[src/rtl/wb_tlul_host_bridge.sv]
// Wishbone classic slave to TL-UL host bridge: one A request per Wishbone cycle, single-cycle ack.
// Optional D-channel timeout with late-response draining when WB_TLUL_TIMEOUT_EN is defined.
module wb_tlul_host_bridge #(
  parameter int unsigned         SRC_W          = 8,
  parameter logic [SRC_W-1:0]    SOURCE_ID      = '0,
  parameter logic [31:0]         ERR_DATA       = 32'hDEAD_BEEF,
  parameter int unsigned         TIMEOUT_CYCLES = 1024
) (
  input  logic             wb_clk_i,
  input  logic             wb_rst_ni,
  input  logic             wbs_cyc_i,
  input  logic             wbs_stb_i,
  input  logic             wbs_we_i,
  input  logic [31:0]      wbs_adr_i,
  input  logic [31:0]      wbs_dat_i,
  input  logic [3:0]       wbs_sel_i,
  output logic             wbs_ack_o,
  output logic [31:0]      wbs_dat_o,
  output logic             tl_a_valid_o,
  input  logic             tl_a_ready_i,
  output logic [2:0]       tl_a_opcode_o,
  output logic [1:0]       tl_a_size_o,
  output logic [3:0]       tl_a_mask_o,
  output logic [31:0]      tl_a_address_o,
  output logic [31:0]      tl_a_data_o,
  output logic [SRC_W-1:0] tl_a_source_o,
  input  logic             tl_d_valid_i,
  output logic             tl_d_ready_o,
  input  logic [2:0]       tl_d_opcode_i,
  input  logic [31:0]      tl_d_data_i,
  input  logic             tl_d_error_i,
  output logic             bus_err_o
);

  typedef enum logic [1:0] {ST_IDLE, ST_REQ, ST_RESP, ST_ACK} state_e;

  state_e      state_q, state_d;
  logic [31:0] addr_q, addr_d, data_q, data_d, rdata_q, rdata_d;
  logic [3:0]  mask_q, mask_d;
  logic [2:0]  op_q, op_d;
  logic        we_q, we_d, err_q, err_d;

  logic unused_inputs;
  assign unused_inputs = ^{tl_d_opcode_i, wbs_adr_i[1:0]};

`ifdef WB_TLUL_TIMEOUT_EN
  localparam int unsigned CNT_W = $clog2(TIMEOUT_CYCLES + 1);
  logic [CNT_W-1:0] cnt_q, cnt_d;
  logic             drain_q, drain_d;
`endif

  always_comb begin
    state_d = state_q;
    addr_d  = addr_q;
    data_d  = data_q;
    mask_d  = mask_q;
    op_d    = op_q;
    we_d    = we_q;
    err_d   = err_q;
    rdata_d = rdata_q;
`ifdef WB_TLUL_TIMEOUT_EN
    cnt_d   = cnt_q;
    drain_d = drain_q;
`endif
    unique case (state_q)
      ST_IDLE: begin
        if (wbs_cyc_i && wbs_stb_i) begin
          addr_d  = {wbs_adr_i[31:2], 2'b00};
          data_d  = wbs_dat_i;
          we_d    = wbs_we_i;
          mask_d  = wbs_we_i ? wbs_sel_i : 4'hF;
          op_d    = !wbs_we_i ? 3'd4 : ((wbs_sel_i == 4'hF) ? 3'd0 : 3'd1);
          state_d = ST_REQ;
        end
      end
      ST_REQ: begin
        if (tl_a_ready_i) begin
          state_d = ST_RESP;
`ifdef WB_TLUL_TIMEOUT_EN
          cnt_d   = '0;
`endif
        end
      end
      ST_RESP: begin
`ifdef WB_TLUL_TIMEOUT_EN
        // A pending drain means the first response seen belongs to the timed-out access.
        if (tl_d_valid_i && drain_q) begin
          drain_d = 1'b0;
        end else if (tl_d_valid_i) begin
          err_d   = tl_d_error_i;
          if (!we_q) rdata_d = tl_d_error_i ? ERR_DATA : tl_d_data_i;
          state_d = ST_ACK;
        end else if (cnt_q == CNT_W'(TIMEOUT_CYCLES - 1)) begin
          err_d   = 1'b1;
          if (!we_q) rdata_d = ERR_DATA;
          drain_d = 1'b1;
          state_d = ST_ACK;
        end else begin
          cnt_d = cnt_q + 1'b1;
        end
`else
        if (tl_d_valid_i) begin
          err_d   = tl_d_error_i;
          if (!we_q) rdata_d = tl_d_error_i ? ERR_DATA : tl_d_data_i;
          state_d = ST_ACK;
        end
`endif
      end
      ST_ACK:  state_d = ST_IDLE;
      default: state_d = ST_IDLE;
    endcase
`ifdef WB_TLUL_TIMEOUT_EN
    if (state_q != ST_RESP && tl_d_valid_i) drain_d = 1'b0;
`endif
  end

  always_ff @(posedge wb_clk_i or negedge wb_rst_ni) begin
    if (!wb_rst_ni) begin
      state_q <= ST_IDLE;
      addr_q  <= '0;
      data_q  <= '0;
      mask_q  <= '0;
      op_q    <= '0;
      we_q    <= 1'b0;
      err_q   <= 1'b0;
      rdata_q <= '0;
`ifdef WB_TLUL_TIMEOUT_EN
      cnt_q   <= '0;
      drain_q <= 1'b0;
`endif
    end else begin
      state_q <= state_d;
      addr_q  <= addr_d;
      data_q  <= data_d;
      mask_q  <= mask_d;
      op_q    <= op_d;
      we_q    <= we_d;
      err_q   <= err_d;
      rdata_q <= rdata_d;
`ifdef WB_TLUL_TIMEOUT_EN
      cnt_q   <= cnt_d;
      drain_q <= drain_d;
`endif
    end
  end

  assign wbs_ack_o      = (state_q == ST_ACK);
  assign bus_err_o      = (state_q == ST_ACK) && err_q;
  assign wbs_dat_o      = rdata_q;
  assign tl_a_valid_o   = (state_q == ST_REQ);
  assign tl_a_opcode_o  = op_q;
  assign tl_a_size_o    = 2'd2;
  assign tl_a_mask_o    = mask_q;
  assign tl_a_address_o = addr_q;
  assign tl_a_data_o    = data_q;
  assign tl_a_source_o  = SOURCE_ID;
`ifdef WB_TLUL_TIMEOUT_EN
  assign tl_d_ready_o   = (state_q == ST_RESP) || drain_q;
`else
  assign tl_d_ready_o   = (state_q == ST_RESP);
`endif

endmodule

[config.mk]
export PLATFORM = sky130hd
export DESIGN_NAME = wb_tlul_host_bridge
export DESIGN_NICKNAME = d
export VERILOG_FILES = /design/src/rtl/wb_tlul_host_bridge.sv
export SDC_FILE = /design/constraint.sdc
export NUM_CORES = 1
export LEC_CHECK = 0
export BUFFER_PORTS_ARGS = -buffer_cell sky130_fd_sc_hd__buf_2
export CORE_MARGIN = 5
export CORE_UTILIZATION = 25
export CTS_CLUSTER_SIZE = 25
export DETAILED_ROUTE_END_ITERATION = 10
export PLACE_DENSITY_LB_ADDON = 0.2
export SETUP_SLACK_MARGIN = 0.05
export SYNTH_ARGS = -nofsm -noshare
export SYNTH_HDL_FRONTEND = slang
export SYNTH_SLANG_ARGS = --single-unit
[constraint.sdc]
create_clock -name wb_clk_i -period 2.6 [get_ports wb_clk_i]
set_input_delay 0.39 -clock wb_clk_i [delete_from_list [all_inputs] [get_ports wb_clk_i]]
set_output_delay 0.39 -clock wb_clk_i [all_outputs]
set_load 0.01 [all_outputs]
==> parameters.txt <==
Parameter                              Value

Run status
  Run status ... complete, no violations

Pwr
  Power density over cell area ... 1160 nW/um2
  Highest ir drop seen on vdd ... 0.424 mV
  Total design power ... 0.00665 W
  Leakage power ... 2.95 nW

Layout
  Most common cell after layout, fill and taps aside ... sky130_fd_sc_hd__buf_2
  Nets ... 654
  Commonest cells after routing, fill and taps aside ... 208 x sky130_fd_sc_hd__buf_2, 104 x sky130_fd_sc_hd__dfrtp_1, 64 x sky130_fd_sc_hd__mux2_2
  Antenna Cells ... 0
  Filler-free cell count of the finished design ... 763
  Area Overhead vs Synth ... 38.1%
  Fraction of final layout cells with drive strength greater than 1 ... 0.540
  Final std cell area, no fill ... 5730 um2

Place
  Detailed placement HPWL ... 7870 um
  PortBufs ... 209
  Final Wtd Congestion ... 0.749
  Standard cell area after detailed placement ... 5410 um2
  Total instance count after detailed placement ... 746

Routing
  Antenna-violating nets left ... 0
  Detailed Routing Iterations Pass 1 ... 4
  Detailed Route Iter0 Violations ... 104
  Total number of vias ... 3086
  Remaining routing DRC violations ... 0
  Post-DR wirelength/cell ... 13.6 um
  Via density per instance ... 4.04
  Total Routed Length ... 10300 um

STA
  Final setup vio count ... 0
  Rel. slew slack ... 0.632
  Achievable frequency ... 543 MHz
  Minimum clock period ... 1840 ps
  Setup tns final ... 0 ps
  RSZ-0062 raised after global routing ... no
  Actual transition at the worst max-transition pin ... 552 ps
  Final hold violations ... 0
  Post-Route Skew ... 6.66 ps
  Final clock period utilization by the worst path ... 0.708
  Minimum hold slack ... 274 ps
  Number of pins exceeding their max-slew limit in the final report ... 0

Synthesis
  Netlist cell types ... 20
  Syn Std Cell Area ... 4150 um2
  Yosys warns ... 0
  Syn Inst Count ... 332
  Post-synthesis sequential area ratio ... 0.627
  Syn_area_per_cell ... 12.5 um2
  Total of flip-flops plus latches after synthesis ... 104

Clocking
  CTS max path bufs ... 2
  Clock-pin slew reported for the worst setup and hold paths after clock tree synthesis ... 70 ps
  Post-CTS setup repair buffer count ... 0
  Clock latency reported for the late side of the worst-skew pair ... 340 ps
  CTS buffer count ... 9
  H-tree levels ... 3
  Buffer cell driving the clock tree root ... sky130_fd_sc_hd__clkbuf_16
  Number of sinks driven by the clock tree ... 104
  Resize count post-CTS ... 0
  Clock tree from TritonCTS ... yes
  Hold buffer count at cts ... 1

Global routing
  Initial antenna violation count ... 0
  Tot GR Track Use ... 0.108
  Maximum number of pins on one net before global-route repair ... 65
  Final global-route overflow total ... 0
  Number of global-route vias before repair ... 3201
  Wire length of the first global-routing pass ... 16900 um

Floorplanning
  Die area ... 19300 um2
  Number of primary I/O pins ... 228
  Cell row count ... 47
  Die extent in y ... 139 um
  Initial Utilization ... 0.253
  Die width ... 139 um
  Placeable core area ... 16400 um2

Worst setup path
  Worst endpoint data arrival time ... 2060 ps
  Cell count of the worst reg-to-reg path ... 5
  Endpoint of the lowest-slack register-to-register path ... tl_a_address_o[10]$_DFFE_PN0P_
  Termination of the worst setup path ... tl_a_address_o[10]$_DFFE_PN0P_
  Worst-case register-to-register setup slack ... 760 ps
  Kind of critical path ... register to register
  Startpoint type of the worst setup path ... register
  Worst path required time ... 2820 ps
  Reg2Reg Launch Point ... state_q[0]$_DFFE_PN0P_
  CP Launch Point ... state_q[0]$_DFFE_PN0P_
  Peak fanout along the critical path ... 53
  Critical path capture point type ... register

Run
  Max-cap viol count ... 0

Worst hold path
  Hold Crit Class ... input pin to register
==> worst min-delay path by stage <==
| stage | slack, ps | endpoint | startpoint | cells after the start |
|---|---|---|---|---|
| global placement | 290 | wbs_dat_o[28]$_DFFE_PN0P_ | wb_rst_ni | 1 |
| global route | 260 | tl_a_address_o[24]$_DFFE_PN0P_ | wbs_adr_i[24] | 2 |
| finish | 270 | tl_a_address_o[16]$_DFFE_PN0P_ | wbs_adr_i[16] | 2 |
| detailed placement | 290 | wbs_dat_o[25]$_DFFE_PN0P_ | wb_rst_ni | 1 |
| CTS | 250 | tl_a_address_o[31]$_DFFE_PN0P_ | wbs_adr_i[31] | 2 |
| floorplan | 90 | err_q$_DFFE_PN0P_ | wb_rst_ni | 0 |
==> sequential cells by signal, indices dropped and copies added, names as in the netlist <==
signal          flops
tl_a_address_o     30
wbs_dat_o          32
we_q                1
tl_a_opcode_o       2
tl_a_data_o        32
err_q               1
tl_a_mask_o         4
state_q             2
==> Yosys cell counts, drive strengths merged <==
cell type | instances | area, um2
nand4 | 1 | 6.26
mux2 | 65 | 732
and2 | 1 | 6.26
a222oi | 1 | 10.0
inv | 4 | 15.0
o21ai | 38 | 190
nor2 | 25 | 93.8
buf | 20 | 133
ha | 5 | 62.6
conb | 2 | 7.51
nand3b | 1 | 7.51
clkbuf | 10 | 37.5
nand2 | 41 | 154
nand2b | 8 | 50.1
nand3 | 1 | 5.00
dfrtp | 104 | 2600
mux2i | 1 | 10.0
nor2b | 4 | 25.0
==> report_power, final <==
part           total (W)  internal (W)  leakage [nW]  switching, W
Sequential       0.00278       0.00242          1.26      0.000361
Clock            0.00139      0.000800         0.141      0.000588
Combinational    0.00248       0.00121          1.55       0.00128
Total            0.00665       0.00442          2.95       0.00223
==> routing by layer <==
metal | up-vias | global-route usage | part of all wire
met1 | 1463 | 0.122 | 0.39
met2 | 123 | 0.182 | 0.51
met5 | - | 0 | 0
met3 | 10 | 0.0434 | 0.087
met4 | 0 | 0.0463 | 0.015
li1 | 1490 | - | -
==> area by class of cell <==
type | instances | area, um2
inverter | 4 | 15.0
multi-input combinational | 205 | 1410
timing repair buffer | 214 | 1110
fill | 1700 | 10700
sequential | 104 | 2600
tap | 220 | 275
clock buffer | 12 | 256
clock inverter | 4 | 52.6
==> critical path, stage by stage, from the launching register on <==
cell and delay (ps):
sky130_fd_sc_hd__dfrtp_1 380, sky130_fd_sc_hd__inv_1 100, sky130_fd_sc_hd__ha_1 250, sky130_fd_sc_hd__nand3_4 270
sky130_fd_sc_hd__buf_12 310, sky130_fd_sc_hd__mux2_2 380
==> metrics by stage <==
stage / setup slack, ps / util
global route: 633 / 0.349
CTS: 730 / 0.349
floorplan: 978 / -
finish: 759 / 0.349
global placement: 807 / 0.330
detailed placement: 744 / 0.330
==> cell families after synthesis <==
group,count (synthesis),synth area share
flip-flops,104,0.627
AND/OR/NAND/NOR,82,0.0839
multiplexers,66,0.179
AO/OA/AOI/OAI,39,0.0483
buffers and inverters,34,0.0446
adder cells (fa/ha/maj),5,0.0151
other,2,0.00181
Power figures use the tool's default switching activity.
